===== src/rtl/ps2_pkg.sv =====
`default_nettype none
// ============================================================================
//  Module      : ps2_pkg
//  Description : Shared PS/2 scan-code constants and fetch FSM encoding.
//  Revision    : 1.0 - initial release
// ============================================================================
package ps2_pkg;

    localparam logic [7:0] PS2_BRK = 8'hF0;
    localparam logic [7:0] PS2_EXT = 8'hE0;
    localparam logic [7:0] PS2_E1  = 8'hE1;

    typedef enum logic [1:0] {
        S_IDLE = 2'd0,
        S_POP  = 2'd1,
        S_GAP  = 2'd2,
        S_PROC = 2'd3
    } fetch_state_t;

endpackage
`default_nettype wire


===== src/rtl/ps2_held_table.sv =====
`default_nettype none
// ============================================================================
//  Module      : ps2_held_table
//  Description : Held-key slot table with key lookup, lowest-free insert and
//                matched-slot removal.
//  Revision    : 1.0 - initial release
// ============================================================================
module ps2_held_table #(
    parameter int HELD_N = 2
) (
    input  logic                  clk,
    input  logic                  clrn,
    input  logic                  lookup_ext,
    input  logic [7:0]            lookup_code,
    input  logic                  insert_en,
    input  logic                  remove_en,
    output logic                  match,
    output logic                  full,
    output logic [HELD_N-1:0]     held_valid,
    output logic [HELD_N-1:0]     held_ext,
    output logic [8*HELD_N-1:0]   held_code
);

    logic [HELD_N-1:0] w_hit;
    logic [HELD_N-1:0] w_free;
    logic [HELD_N-1:0] w_first_free;

    for (genvar gi = 0; gi < HELD_N; gi++) begin : g_slot_hit
        assign w_hit[gi] = held_valid[gi] && (held_ext[gi] == lookup_ext) &&
                           (held_code[8*gi +: 8] == lookup_code);
    end

    assign match        = |w_hit;
    assign full         = &held_valid;
    assign w_free       = ~held_valid;
    // Isolate the lowest set bit of the free mask.
    assign w_first_free = w_free & (~w_free + HELD_N'(1));

    always_ff @(posedge clk or negedge clrn) begin
        if (!clrn) begin
            held_valid <= '0;
            held_ext   <= '0;
            held_code  <= '0;
        end else begin
            for (int i = 0; i < HELD_N; i++) begin
                if (insert_en && !match && w_first_free[i]) begin
                    held_valid[i]      <= 1'b1;
                    held_ext[i]        <= lookup_ext;
                    held_code[8*i +: 8] <= lookup_code;
                end else if (remove_en && w_hit[i]) begin
                    held_valid[i] <= 1'b0;
                end
            end
        end
    end

endmodule
`default_nettype wire


===== src/rtl/ps2_key_tracker.sv =====
`default_nettype none
// ============================================================================
//  Module      : ps2_key_tracker
//  Description : Pops PS/2 bytes from a keyboard FIFO, parses E0/F0 prefixes
//                and tracks currently held keys, presses and repeats.
//  Revision    : 1.0 - initial release
// ============================================================================
module ps2_key_tracker
    import ps2_pkg::*;
#(
    parameter int HELD_N = 2,
    parameter int CNT_W  = 8
) (
    input  logic                  clk,
    input  logic                  clrn,
    input  logic [7:0]            kb_data,
    input  logic                  kb_ready,
    input  logic                  kb_overflow,
    output logic                  kb_nextdata_n,
    output logic [HELD_N-1:0]     held_valid,
    output logic [HELD_N-1:0]     held_ext,
    output logic [8*HELD_N-1:0]   held_code,
    output logic [7:0]            last_code,
    output logic                  last_ext,
    output logic [CNT_W-1:0]      press_count,
    output logic                  press_pulse,
    output logic                  repeat_pulse,
    output logic                  rollover,
    output logic                  ovf_seen
);

    fetch_state_t r_state;
    fetch_state_t w_state_nxt;
    logic [7:0]   r_byte;
    logic         r_ext_p;
    logic         r_brk_p;

    logic w_proc, w_is_key, w_make, w_break, w_ins;
    logic w_match, w_full;

    always_comb begin
        w_state_nxt = r_state;
        case (r_state)
            S_IDLE:  if (kb_ready) w_state_nxt = S_POP;
            S_POP:   w_state_nxt = S_GAP;
            S_GAP:   w_state_nxt = S_PROC;
            S_PROC:  w_state_nxt = S_IDLE;
            default: w_state_nxt = S_IDLE;
        endcase
    end

    assign w_proc   = (r_state == S_PROC);
    assign w_is_key = w_proc && (r_byte != PS2_EXT) && (r_byte != PS2_BRK) && (r_byte != PS2_E1);
    assign w_make   = w_is_key && !r_brk_p;
    assign w_break  = w_is_key && r_brk_p;
    assign w_ins    = w_make && !w_match && !w_full;

    always_ff @(posedge clk or negedge clrn) begin
        if (!clrn) begin
            r_state       <= S_IDLE;
            kb_nextdata_n <= 1'b1;
            r_byte        <= '0;
            r_ext_p       <= 1'b0;
            r_brk_p       <= 1'b0;
            last_code     <= '0;
            last_ext      <= 1'b0;
            press_count   <= '0;
            press_pulse   <= 1'b0;
            repeat_pulse  <= 1'b0;
            rollover      <= 1'b0;
            ovf_seen      <= 1'b0;
        end else begin
            r_state       <= w_state_nxt;
            // Strobe is registered from the next state so it is low exactly while in POP.
            kb_nextdata_n <= (w_state_nxt != S_POP);
            press_pulse   <= w_ins;
            repeat_pulse  <= w_make && w_match;
            ovf_seen      <= ovf_seen | kb_overflow;
            if (r_state == S_POP) begin
                r_byte <= kb_data;
            end
            if (w_proc) begin
                if (r_byte == PS2_EXT) begin
                    r_ext_p <= 1'b1;
                end else if (r_byte == PS2_BRK) begin
                    r_brk_p <= 1'b1;
                end else begin
                    r_ext_p <= 1'b0;
                    r_brk_p <= 1'b0;
                end
            end
            if (w_ins) begin
                press_count <= press_count + CNT_W'(1);
                last_code   <= r_byte;
                last_ext    <= r_ext_p;
            end
            if (w_make && !w_match && w_full) begin
                rollover <= 1'b1;
            end else if (w_break && w_match) begin
                rollover <= 1'b0;
            end
        end
    end

    ps2_held_table #(
        .HELD_N (HELD_N)
    ) u_table (
        .clk         (clk),
        .clrn        (clrn),
        .lookup_ext  (r_ext_p),
        .lookup_code (r_byte),
        .insert_en   (w_ins),
        .remove_en   (w_break),
        .match       (w_match),
        .full        (w_full),
        .held_valid  (held_valid),
        .held_ext    (held_ext),
        .held_code   (held_code)
    );

endmodule
`default_nettype wire


===== config.mk =====
export PLATFORM = sky130hd
export DESIGN_NAME = ps2_key_tracker
export DESIGN_NICKNAME = d
export VERILOG_FILES = /design/src/rtl/ps2_pkg.sv /design/src/rtl/ps2_held_table.sv /design/src/rtl/ps2_key_tracker.sv
export SDC_FILE = /design/constraint.sdc
export NUM_CORES = 1
export LEC_CHECK = 0
export CAP_MARGIN = 20
export CORE_ASPECT_RATIO = 1.2
export CORE_MARGIN = 5
export CORE_UTILIZATION = 50
export DETAILED_ROUTE_END_ITERATION = 10
export PLACE_DENSITY = 0.91
export SYNTH_ARGS = -nofsm -noshare
export SYNTH_HDL_FRONTEND = slang
export SYNTH_SLANG_ARGS = --single-unit

===== constraint.sdc =====
create_clock -name clk -period 2.8 [get_ports clk]
set_input_delay 0.56 -clock clk [delete_from_list [all_inputs] [get_ports clk]]
set_output_delay 0.56 -clock clk [all_outputs]
set_load 0.02 [all_outputs]

==> results.md, run 1 <==
- Post-Syn Area: roughly 0.0025 sq mm
- CP max FO: 15
- Placed Cells: approximately 300
- Commonest non-fill, non-tap cells in the layout: dfrtp_1 (53), clkdlybuf4s50_1 (52), mux2_2 (31)
- WP data arrival: between 2 and 2.5 ns
- DRC viols: 0
- Grt total ovfl: 0
- GPL Wtd Cong: 0.7508
- CTS max path bufs: 2
- Pins Over Slew Limit: 0
- Io pins: 54
- Drt initial violations: 65
- Ys async rst share: 100.0%
- Number of cells on the critical path: 6
- RSZ-0062 raised after global routing: no
- Worst reg-to-reg path cell count: 6
- Vias post-DR: between 1500 and 2000
- Max_cap viols: 0
- Commonest non-fill, non-tap cell in the layout: dfrtp_1
- Clock sinks: between 50 and 60
- Max VDD drop: slightly above 0.0007 V
- Core area: ~0.005 sq mm
- Post-CTS Resized: 0
- Post-Route Setup TNS: 0 ns
- Synthesized Nets: about 200
- Worst Max-Slew Pin Slew: 0.6326 ns
- CP Capture Type: register
- Post-synthesis register bit count: 54
- Setup crit start kind: register
- Die area: ~0.0065 sq mm
- P per Cell Area: 974.0 mW/mm^2
- Worst hold path type: in -> async
- Initial antenna violation count: 0
- Final wirelength: 4.945 mm
- Area delta synth->final: 26.77%
- Utilization of the core after routing: around two thirds
- Sequential-to-total area share from yosys stat: between 50 and 60%
- Crit-path cells: nor4b_2 -> nand3_2 -> o211ai_4 -> nor4b_4 -> buf_4 -> mux2_4
- Dpl hpwl: 3.633 mm
- WP buf/inv: 1
- Final setup vio count: 0
- Slew margin rel.: 57.65%
- Distinct cells, synth: 37
- WL/cell: between 15 and 20 microns
- First-pass GRT wire length: around 8.3 mm
- Layout cells sized above 1: approximately a quarter
- Fillers: 380
- Overall Global Routing Usage: between 10% and 20%
- Post-DP Area: a little over 0.003 sq mm
- CP max stage delay: about 0.49 ns
- Final worst-path cycle share: roughly three quarters
- Syn Area/Cell: around 13 sq um
- Antenna Nets Post-Route: 0
- CTS tree: done
- Crit-path leading delay family: simple AND/OR/NAND/NOR gates
- Tmin final: ~2.1 ns
- Nets@finish: roughly 260
- Sequential standard cell area: 0.001353 sq mm
- Tot Pwr: between 3 and 4 mW
- DR pass1 iterations: 4
- Final WS setup: approximately 0.69 ns
- Setup Buffers After CTS: 0
- Req. time, crit path: ~3 ns
- Die height: about 88 microns
- # port buffers: 53
- Leakage: between 1 and 1.5 nW
- N_diodes: 0
- Fin area: roughly 0.0032 sq mm
- Cell count after synthesis: between 150 and 200
- Yosys top cell by area: dfrtp_1
- Top cells by area, synth: dfrtp_1 (53%), mux2_2 (14%), xnor2_1 (7.3%), mux2_4 (3.0%), ha_1 (2.5%)
- Die width: 74.61 microns
- Vias per cell: approximately 5.2
- Max Fclk: about 470 MHz
- Non-Filler Instances: 301
- Outcome: finished, final reports clean
- # hold bufs at CTS: 0
- Pre-CTS setup slack: between 0.6 and 0.7 ns
- Area of the multi-input gates: between 0.001 and 0.0015 sq mm
- Synth warn: 0
- Row cnt: 28
- Largest net degree at the start of global routing: 55
- Clock skew: between 0.009 and 0.01 ns
- Final Hold Viols: 0
- Initial Util: between 50% and 60%
- Clock Latency Late Sink: a little over 0.3 ns
- Final hold slack: 0.2257 ns
- Vias in the first global route: ~1700
- Number of flops mapped to enable cells by yosys: 0
- Crit path kind: reg -> reg
- CTS root buffer: clkbuf_8
- Post-synth top area share: approximately 53%
- Primary FF master, synth: dfrtp_1
- H-tree depth: 2
- Slowest CP cell: dfrtp_1
- CTS buffer count: 5
- Worst-path clk slew: approximately 0.090 ns
[cell families after synthesis]
| group | synth area share [%] |
|---|---|
| xor gates and xnor gates | 8.741 |
| and+or+nand+nor | 10.94 |
| AOI/OAI and AO/OA | 4.046 |
| adders and majority gates | 2.498 |
| muxes | 16.93 |
| DFF | 54.00 |
| buffers and inverters | 2.846 |
[final timing paths]
path | to | startpoint | slack [ns]
worst max-delay path | last_code[3]$_DFFE_PN0N_ | r_byte[1]$_DFFE_PN0N_ | 0.69
worst min-delay path | u_table.held_code[4]$_DFFE_PN0P_ | clrn | 0.23
worst max register to register | last_code[3]$_DFFE_PN0N_ | r_byte[1]$_DFFE_PN0N_ | 0.69
worst min register to register | press_count[7]$_DFFE_PN0N_ | press_count[7]$_DFFE_PN0N_ | 0.47
max in group asynchronous | kb_nextdata_n$_DFF_PN1_ | clrn | 2.28
min in group clk | press_count[7]$_DFFE_PN0N_ | press_count[7]$_DFFE_PN0N_ | 0.47
[registers in the layout, summed over array words and instances (netlist names)]
register / flops
u_table.held_code: 16
last_code: 8
press_count: 8
r_byte: 8
r_state: 2
u_table.held_ext: 2
u_table.held_valid: 2
kb_nextdata_n: 1
last_ext: 1
ovf_seen: 1
press_pulse: 1
r_brk_p: 1
r_ext_p: 1
repeat_pulse: 1
rollover: 1
[area by class of cell]
class / instances / area share (%)
flip-flops and latches: 54 / 42.59
repair buffers: 56 / 17.65
inverters: 4 / 0.4728
clock inverters: 1 / 0.1576
multi-input cells: 119 / 34.04
well taps: 60 / 2.364
clock buffers: 7 / 2.719
[worst register-to-register path: stages (launching register included)]
cell,delay (ns)
dfrtp_1,0.49
nor4b_2,0.36
nand3_2,0.15
o211ai_4,0.39
nor4b_4,0.07
buf_4,0.23
mux2_4,0.32
[Yosys cell counts, types with 2 or more instances]
master / n
a21oi_1: 2
nand3_1: 2
nor3_2: 3
nand4_1: 5
xor2_1: 4
nor2_1: 3
nand2_1: 10
o21ai_0: 5
dfrtp_1: 53
mux2_2: 31
buf_2: 5
nor4b_4: 2
ha_1: 5
buf_6: 2
mux2_4: 5
nor4_1: 2
or3_1: 2
o31ai_1: 3
xnor2_1: 21
inv_1: 4
[metal layers]
layer	global-route usage [%]	wire, microns	vias up
li1	-	-	752
met1	20.73	2088	784
met2	29.02	2570	32
met3	3.789	177	10
met4	7.282	109	0
met5	0	0	-
[where the power goes]
part | total (mW) | switching, mW | leakage [nW] | internal, mW
combinational | 1.30 | 0.591 | 0.617 | 0.706
sequential | 1.36 | 0.325 | 0.680 | 1.03
clock | 0.437 | 0.237 | 0.0482 | 0.200
No activity file was read; power rests on OpenSTA's default activity.
==> run 2, diff against run 1 <==
Clock period 2.8 ns to 2.1 ns, I/O delays scaled along.
==> run 2 against run 1 <==
Utilization increased by 6.6 points. Via count increased by 14%. Non-clock buffer count increased by 37. Sequential share of layout area decreased by 3.8 points. Highest routed layer unchanged. Sequential power increased by 28%. Clock skew decreased by 0.0045 ns. Power increased by 50%. First-iteration DRC count increased by 23%. Register-to-register slack got worse by 0.61 ns. Largest cell class unchanged.
==> results.md, run 2 (synthesis gave the netlist of run 1 again) <==
- Die area: between 0.006 and 0.007 sq mm
- WP buf/inv: 2
- DRC viols: 0
- Vias post-DR: ~1800
- CTS buffer count: 5
- Worst-path clk slew: around 0.090 ns
- Most used cell, CP: nor4b_4
- Largest Register: u_table.held_code
- Final hold slack: approximately 0.092 ns
- Pins Over Slew Limit: 0
- Max_cap viols: 0
- Tmin final: between 2 and 2.5 ns
- Grt total ovfl: 0
- Area delta synth->final: 39.61%
- Largest net degree at the start of global routing: 32
- Sw Share: around 36%
- Clock sinks: 54
- Final Hold Viols: 0
- Worst hold path type: in -> async
- Sequential standard cell area: 0.001355 sq mm
- Seq pwr share: between 30% and 40%
- P per Cell Area: ~1300 mW/mm^2
- CTS root buffer: clkbuf_8
- Req. time, crit path: between 2 and 2.5 ns
- Crit-path cells: nor4b_4 -> nand3_2 -> o211ai_4 -> buf_6 -> nor4b_4 -> buf_4 -> mux2_2
- Internal power: 2.963 mW
- Initial antenna violation count: 0
- Final wirelength: roughly 5.7 mm
- N_diodes: 0
- CP Capture Type: register
- Row cnt: 28
- # hold bufs at CTS: 0
- Slew margin rel.: 63.20%
- Max VDD drop: 0.001034 V
- Non-Filler Instances: approximately 340
- WP data arrival: about 2.2 ns
- Placed Cells: between 300 and 400
- Gate power share: a little under half
- Slowest CP cell: dfrtp_1
- Final worst-path cycle share: about 96%
- Commonest non-fill, non-tap cells in the layout: clkdlybuf4s50_1 (52), dfrtp_1 (51), buf_4 (36)
- Setup crit start kind: register
- Worst Max-Slew Pin Slew: 0.5503 ns
- Area of the multi-input gates: 0.001096 sq mm
- WL/cell: about 17 microns
- Drt initial violations: 80
- Nets@finish: 294
- Core area: 0.004905 sq mm
- Max Fclk: between 400 and 500 MHz
- Io pins: 54
- Leakage: between 1.5 and 2 nW
- First-pass GRT wire length: approximately 9.5 mm
- Antenna Nets Post-Route: 0
- Crit path kind: reg -> reg
- CP max stage delay: between 0.4 and 0.5 ns
- Overall Global Routing Usage: slightly below 20%
- Largest register FFs: 16
- Dpl hpwl: between 4 and 5 mm
- Vias in the first global route: a little under 2000
- Final setup vio count: 0
- Crit-path leading delay family: simple AND/OR/NAND/NOR gates
- Net Switching: ~1.7 mW
- Clk pwr share: about 14%
- H-tree depth: 2
- Clock Latency Late Sink: around 0.3 ns
- Layout cells sized above 1: between 30% and 40%
- Fillers: 325
- CTS max path bufs: 2
- CTS tree: done
- Outcome: finished, final reports clean
- # port buffers: 53
- Utilization of the core after routing: a little under three quarters
- DR pass1 iterations: 4
- Die height: roughly 90 microns
- Clock skew: between 0.004 and 0.005 ns
- CP max FO: 9
- Initial Util: between 50% and 60%
- GPL Wtd Cong: about 0.80
- Commonest non-fill, non-tap cell in the layout: clkdlybuf4s50_1
- Vias per cell: 5.311
- Die width: 74.61 microns
-- run 2: changes by cell type in the layout (fill, tap and decap cells not counted), sizes merged --
| cell | delta |
|---|---|
| buf | +37 |
| bufinv | +1 |
| clkinv | -1 |
-- run 2: worst register-to-register path, cell delays in order, from the launching register on --
cell,delay (ns)
dfrtp_1,0.49
nor4b_4,0.35
nand3_2,0.17
o211ai_4,0.21
buf_6,0.16
nor4b_4,0.05
buf_4,0.19
mux2_2,0.30
-- run 2: area by class of cell --
| class | instances | area share, % |
|---|---|---|
| clock buffer | 7 | 2.182 |
| clock inverter | 1 | 0.8587 |
| inverter | 4 | 0.4293 |
| multi-input combinational | 119 | 31.34 |
| sequential | 54 | 38.75 |
| tap | 60 | 2.147 |
| timing repair buffer | 93 | 24.29 |
-- run 2: what timing repair did --
| item | 4_1_cts | 5_1_grt |
|---|---|---|
| endpoints found under the setup margin | 32 | 25 |
| cloned | 0 | 0 |
| setup buffers | 4 | 4 |
| endpoints found under the hold margin | 0 | 0 |
| pin swaps | 3 | 2 |
| resized for setup | 3 | 4 |
-- run 2: final timing paths --
check / from / endpoint / slack (ns) / cells after the start
worst max-delay path: r_byte[3]$_DFFE_PN0N_ / u_table.held_code[11]$_DFFE_PN0P_ / 0.08 / 7
worst max register to register: r_byte[3]$_DFFE_PN0N_ / u_table.held_code[11]$_DFFE_PN0P_ / 0.08 / 7
min in group clk: ovf_seen$_DFF_PN0_ / ovf_seen$_DFF_PN0_ / 0.47 / 1
worst min register to register: ovf_seen$_DFF_PN0_ / ovf_seen$_DFF_PN0_ / 0.47 / 1
worst min-delay path: clrn / ovf_seen$_DFF_PN0_ / 0.09 / 1
max in group asynchronous: clrn / kb_nextdata_n$_DFF_PN1_ / 1.37 / 2
-- run 2: per-layer routing --
metal,GRT usage (%),vias to the layer above,share of wire (%)
met2,33.97,53,54
met4,7.443,0,2.2
met5,0,-,0
met3,4.018,16,3.6
met1,22.89,898,40
li1,-,828,-
-- run 2: power groups by stage --
stage	combinational (mW)	clock [mW]	sequential, mW
4_1_cts	2.18	0.685	1.74
6_report	2.22	0.672	1.74
5_1_grt	2.37	0.732	1.80
3_3_place_gp	2.06	0	1.73
2_1_floorplan	1.03	0	1.87
3_5_place_dp	2.13	0	1.75
-- run 2: stage by stage --
step	power [mW]	setup TNS, ns	area (sq um)	setup WS, ns
floorplan	2.902	0	2505	0.1811
CTS	4.601	0	3457	0.004061
finish	4.634	0	3497	0.08267
detailed placement	3.876	-4.830	3302	-0.2564
global route	4.904	-0.02278	3497	-0.01607
global placement	3.791	-3.549	3302	-0.2045
